`src/rtl/param_shift_register_if.sv`:
```
// Control, serial and parallel signals of the universal shift register.
// master drives the controls and data; slave is the register.
interface param_shift_register_if #(
  parameter int WIDTH = 8
);
  localparam int CW = $clog2(WIDTH + 1);

  logic             i_ena;
  logic             i_leri;
  logic [1:0]       i_mode;
  logic             i_in;
  logic [WIDTH-1:0] i_par_in;
  logic             o_out;
  logic [WIDTH-1:0] o_q;
  logic [CW-1:0]    o_cnt;
  logic             o_done;

  modport master (
    output i_ena, i_leri, i_mode, i_in, i_par_in,
    input  o_out, o_q, o_cnt, o_done
  );

  modport slave (
    input  i_ena, i_leri, i_mode, i_in, i_par_in,
    output o_out, o_q, o_cnt, o_done
  );
endinterface

```
`src/rtl/param_shift_register.sv`:
```
// Universal shift register: hold/shift/rotate/load, saturating shift counter and frame-done pulse.
// Every output is a flop updated one edge after the operation; there is no backpressure, ena=0 freezes state.
module param_shift_register #(
  parameter int               WIDTH       = 8,
  parameter logic [WIDTH-1:0] RESET_VALUE = '0
) (
  input logic                   clk,
  input logic                   rst,
  param_shift_register_if.slave bus
);
  localparam int CW = $clog2(WIDTH + 1);
  localparam logic [CW-1:0] CNT_FULL = CW'(WIDTH);
  localparam logic [CW-1:0] CNT_LAST = CW'(WIDTH - 1);

  typedef enum logic [1:0] {
    MODE_HOLD  = 2'b00,
    MODE_SHIFT = 2'b01,
    MODE_ROT   = 2'b10,
    MODE_LOAD  = 2'b11
  } mode_e;

  logic [WIDTH-1:0] r_q;
  logic             r_out;
  logic [CW-1:0]    r_cnt;
  logic             r_done;

  logic [WIDTH-1:0] w_q_nxt;
  logic             w_out_nxt;
  logic [CW-1:0]    w_cnt_nxt;
  logic             w_done_nxt;
  logic             w_exit_bit;
  logic             w_fill_bit;
  mode_e            w_mode;

  assign w_mode     = mode_e'(bus.i_mode);
  assign w_exit_bit = bus.i_leri ? r_q[WIDTH-1] : r_q[0];
  // A rotate refills the vacated end with the bit that just left the other end.
  assign w_fill_bit = (w_mode == MODE_SHIFT) ? bus.i_in : w_exit_bit;

  always_comb begin
    w_q_nxt    = r_q;
    w_out_nxt  = r_out;
    w_cnt_nxt  = r_cnt;
    w_done_nxt = 1'b0;
    if (bus.i_ena) begin
      case (w_mode)
        MODE_SHIFT, MODE_ROT: begin
          if (bus.i_leri) begin
            w_q_nxt = {r_q[WIDTH-2:0], w_fill_bit};
          end else begin
            w_q_nxt = {w_fill_bit, r_q[WIDTH-1:1]};
          end
          w_out_nxt = w_exit_bit;
          if (r_cnt != CNT_FULL) begin
            w_cnt_nxt = r_cnt + 1'b1;
          end
          w_done_nxt = (r_cnt == CNT_LAST);
        end
        MODE_LOAD: begin
          w_q_nxt   = bus.i_par_in;
          w_cnt_nxt = '0;
        end
        default: begin
          w_q_nxt = r_q;
        end
      endcase
    end
  end

  always_ff @(posedge clk) begin
    if (rst) begin
      r_q    <= RESET_VALUE;
      r_out  <= 1'b0;
      r_cnt  <= '0;
      r_done <= 1'b0;
    end else begin
      r_q    <= w_q_nxt;
      r_out  <= w_out_nxt;
      r_cnt  <= w_cnt_nxt;
      r_done <= w_done_nxt;
    end
  end

  assign bus.o_q    = r_q;
  assign bus.o_out  = r_out;
  assign bus.o_cnt  = r_cnt;
  assign bus.o_done = r_done;
endmodule

```
`src/flat_wrapper.sv`:
```
// flat-port wrapper written by rule: the top's interface ports become plain ports
module param_shift_register_flat 
#(
  parameter int               WIDTH       = 8,
  parameter logic [WIDTH-1:0] RESET_VALUE = '0
)
  (clk, rst, bus_i_ena, bus_i_leri, bus_i_mode, bus_i_in, bus_i_par_in, bus_o_out, bus_o_q, bus_o_cnt, bus_o_done);
  param_shift_register_if #(.WIDTH(WIDTH)) bus_i ();
  input logic clk;
  input logic rst;
  input wire logic [$bits(bus_i.i_ena)-1:0] bus_i_ena;
  input wire logic [$bits(bus_i.i_leri)-1:0] bus_i_leri;
  input wire logic [$bits(bus_i.i_mode)-1:0] bus_i_mode;
  input wire logic [$bits(bus_i.i_in)-1:0] bus_i_in;
  input wire logic [$bits(bus_i.i_par_in)-1:0] bus_i_par_in;
  output wire logic [$bits(bus_i.o_out)-1:0] bus_o_out;
  output wire logic [$bits(bus_i.o_q)-1:0] bus_o_q;
  output wire logic [$bits(bus_i.o_cnt)-1:0] bus_o_cnt;
  output wire logic [$bits(bus_i.o_done)-1:0] bus_o_done;
  assign bus_i.i_ena = bus_i_ena;
  assign bus_i.i_leri = bus_i_leri;
  assign bus_i.i_mode = bus_i_mode;
  assign bus_i.i_in = bus_i_in;
  assign bus_i.i_par_in = bus_i_par_in;
  assign bus_o_out = bus_i.o_out;
  assign bus_o_q = bus_i.o_q;
  assign bus_o_cnt = bus_i.o_cnt;
  assign bus_o_done = bus_i.o_done;
  param_shift_register #(.WIDTH(WIDTH), .RESET_VALUE(RESET_VALUE)) u_core (.clk(clk), .rst(rst), .bus(bus_i));
endmodule
```
`config.mk`:
```
export PLATFORM = sky130hd
export DESIGN_NAME = param_shift_register_flat
export DESIGN_NICKNAME = d
export VERILOG_FILES = /design/src/rtl/param_shift_register_if.sv /design/src/rtl/param_shift_register.sv /design/src/flat_wrapper.sv
export SDC_FILE = /design/constraint.sdc
export NUM_CORES = 1
export LEC_CHECK = 0
export BUFFER_PORTS_ARGS = -buffer_cell sky130_fd_sc_hd__buf_2
export CORE_MARGIN = 10
export CORE_UTILIZATION = 48
export DETAILED_ROUTE_END_ITERATION = 10
export HOLD_SLACK_MARGIN = 0.06
export PLACE_DENSITY = 0.79
export SLEW_MARGIN = 20
export SYNTH_ARGS = -nofsm -noshare
export SYNTH_HDL_FRONTEND = slang
export SYNTH_SLANG_ARGS = --single-unit
```
`constraint.sdc`:
```
create_clock -name clk -period 1.8 [get_ports clk]
set_input_delay 0.09 -clock clk [delete_from_list [all_inputs] [get_ports clk]]
set_output_delay 0.09 -clock clk [all_outputs]
set_load 0.02 [all_outputs]
```
==> metrics.md <==
| Metric | Value |
|---|---|
| Syn Std Cell Area | 842 um2 |
| Util after Layout | between 60% and 70% |
| Highest metal used | met4 |
| DRC | 0 |
| Root Buffer | clkbuf_4 |
| DR vias/cell | 5.51 |
| Worst r2r src | u_core.bus.o_cnt[0] |
| Fin Hold WS | 0.0849 ns |
| Core area | approximately 1700 um2 |
| Pleak | about 0.45 nW |
| Sw frac | between 20% and 30% |
| Hold EP | u_core.bus.o_out |
| Routed len/inst | around 14 um |
| Wire length of the first global-routing pass | 3410 um |
| Post_cts resized | 0 |
| Fin. Hold Viols | 0 |
| RSZ-0062 raised after global routing | false |
| Maxcap violations | 0 |
| Clk_skew | around 0.0064 ns |
| Yosys warning total | 0 |
| VDD IR-drop max | around 0.34 mV |
| Cell area power density | between 600 and 700 nW/um2 |
| Post-synth EDFFs | 0 |
| Die area | ~3800 um2 |
| Initial Util | 49.9% |
| Yosys cell types | 27 |
| Post-place instance area | around 1000 um2 |
| Cts bufs inserted | 3 |
| Htree depth | 1 |
| Worst-margin pin slew | slightly below 0.6 ns |
| Setup crit end kind | flip-flop |
| Detail Placement HPWL | 1550 um |
| Post-route clock period utilization | approximately 87% |
| Crit. Startpoint | u_core.bus.o_cnt[0] |
| Internal power | roughly 0.0005 W |
| Final setup vio count | 0 |
| Cell area after layout | 1030 um2 |
| Psw | about 0.00020 W |
| Max Buffers Root-to-Sink | 2 |
| Reg-to-Reg End | u_core.bus.o_cnt[1] |
| Register share of total power | 47.9% |
| Critical path class | flip-flop to flip-flop |
| Outcome | finished, final reports clean |
| Comb pwr share | between 20 and 25% |
| Vias in the first global route | around 750 |
| Initial antenna violation count | 0 |
| Proportion of synthesized chip area in sequential cells | 33.3% |
| Req. time, crit path | approximately 2.0 ns |
| Layout cells sized above 1 | between 30% and 40% |
| Worst hold path type | primary input to flip-flop |
| Net count after synthesis | around 120 |
| Detailed Route Iter0 Violations | 15 |
| Fmax | 642 MHz |
| Syn Area/Cell | between 8 and 9 um2 |
| Core Rows | 15 |
| Placer Congestion | around 0.76 |
| Relative slew slack | between 60% and 70% |
| Hold_buf cts | 0 |
| Synth async-reset ratio | 0% |
| M1 wire length | about 860 um |
| Antenna diode count | 0 |
| Critical hold path startpoint | bus_i_ena |
| Startpoint Class | flip-flop |
| Gr usage total | 11.3% |
| Dominant synthesized flop cell | dfxtp_1 |
| Die X | between 60 and 70 um |
| Largest net degree at the start of global routing | 15 |
| Clk pin slew, worst setup/hold paths | around 0.08 ns |
| Met2 WL | between 1000 and 1500 um |
| Gr ovfl total | 0 |
| Final nets | around 150 |
| Critical path arrival | 1.76 ns |
| Commonest non-fill, non-tap cell in the layout | buf_2 |
| CTS tree | done |
| Reg-to-reg slack, setup | around 0.24 ns |
| Clk network pwr share | around a third |
| Die extent in y | just over 60 um |
| Area growth, synth to finish | 22.0% |
| PortBufs | 28 |
| Total number of vias | approximately 800 |
| FF+latch count, synth | 14 |
| Worst-Skew Late Latency | about 0.27 ns |
| Cells after Synth | just under 100 |
| Highest-count cells in the layout ignoring fill and taps | buf_2, dfxtp_1, a21oi_1 |
| Slew Limit Fails | 0 |
| DRT Pass-1 Iters | 4 |
| Routed Antenna Nets | 0 |
| WHS Path Cells | 2 |
| Crit path max fanout | 6 |
| Worst r2r path cells | 5 |
| Post-CTS setup buffers | 0 |
| DR WL met3 | between 100 and 150 um |
| Setup TNS | 0 ns |
| CTS sink cnt | 14 |
| Routed wire length | 2030 um |
| Final min period | approximately 1.6 ns |
| Top-level I/O count | 29 |
[power groups by stage]
stage                     logic (W)  registers, W  clock network, W
after CTS                  0.000148      0.000339          0.000232
final                      0.000146      0.000339          0.000223
after detailed placement   0.000147      0.000346                 0
after global placement     0.000144      0.000345                 0
after floorplan           0.0000814      0.000362                 0
after global routing       0.000164      0.000343          0.000245
[registers in the layout, summed over array words and instances, names as in the netlist]
name	count
u_core.bus.o_done	1
u_core.bus.o_out	1
u_core.bus.o_q	8
u_core.bus.o_cnt	4
[worst max-delay path: stages (launching register included)]
cell,delay (ns)
dfxtp_1,0.42
inv_1,0.06
ha_1,0.19
and4b_4,0.22
or4b_1,0.46
a21oi_1,0.14
[cell usage after synthesis (2+ instances only)]
library cell	number	area [um2]
dfxtp_1	14	280
inv_1	5	18.8
mux2i_1	2	20.0
buf_2	4	20.0
nor2_1	5	18.8
o21ai_0	4	20.0
a21oi_1	12	60.1
a211oi_1	2	15.0
o211ai_1	7	52.6
nand2_1	6	22.5
ha_1	5	62.6
clkbuf_1	2	7.51
nand2b_1	8	50.1
or4_1	2	15.0
mux2_2	7	78.8
[through the flow]
stage	std cells	setup WS (ns)	power, W
6_report	142	0.242	0.000708
3_3_place_gp	138	0.318	0.000489
4_1_cts	142	0.242	0.000719
2_1_floorplan	97	0.205	0.000443
5_1_grt	142	0.115	0.000752
3_5_place_dp	138	0.263	0.000493
[worst max path at each step]
| stage | endpoint |
|---|---|
| after floorplan | u_core.bus.o_cnt[1] |
| after global placement | u_core.bus.o_cnt[1] |
| after detailed placement | u_core.bus.o_cnt[1] |
| after CTS | u_core.bus.o_cnt[1] |
| after global routing | u_core.bus.o_cnt[1] |
| final | u_core.bus.o_cnt[1] |
[routing by layer]
layer	global-route usage (%)	vias up
li1	-	405
met1	13.6	356
met2	19.5	20
met3	2.03	2
met4	4.14	0
met5	0	-
[kinds of logic (layout without fill, tap and decap cells)]
logic type	count (synthesis)	in the layout	share of synthesized area [%]
simple gates	29	29	20.4
compound gates	29	29	21.7
fa+ha+maj	5	5	7.43
buf+inv	11	39	5.50
mux	9	9	11.7
flops	14	14	33.3
[final cells by class]
| type | count | area [um2] |
|---|---|---|
| inverter | 5 | 18.8 |
| fill | 157 | 662 |
| sequential | 14 | 280 |
| timing repair buffer | 30 | 155 |
| clock buffer | 4 | 36.3 |
| multi-input combinational | 72 | 515 |
| tap | 17 | 21.3 |
No activity file was read; power rests on OpenSTA's default activity.
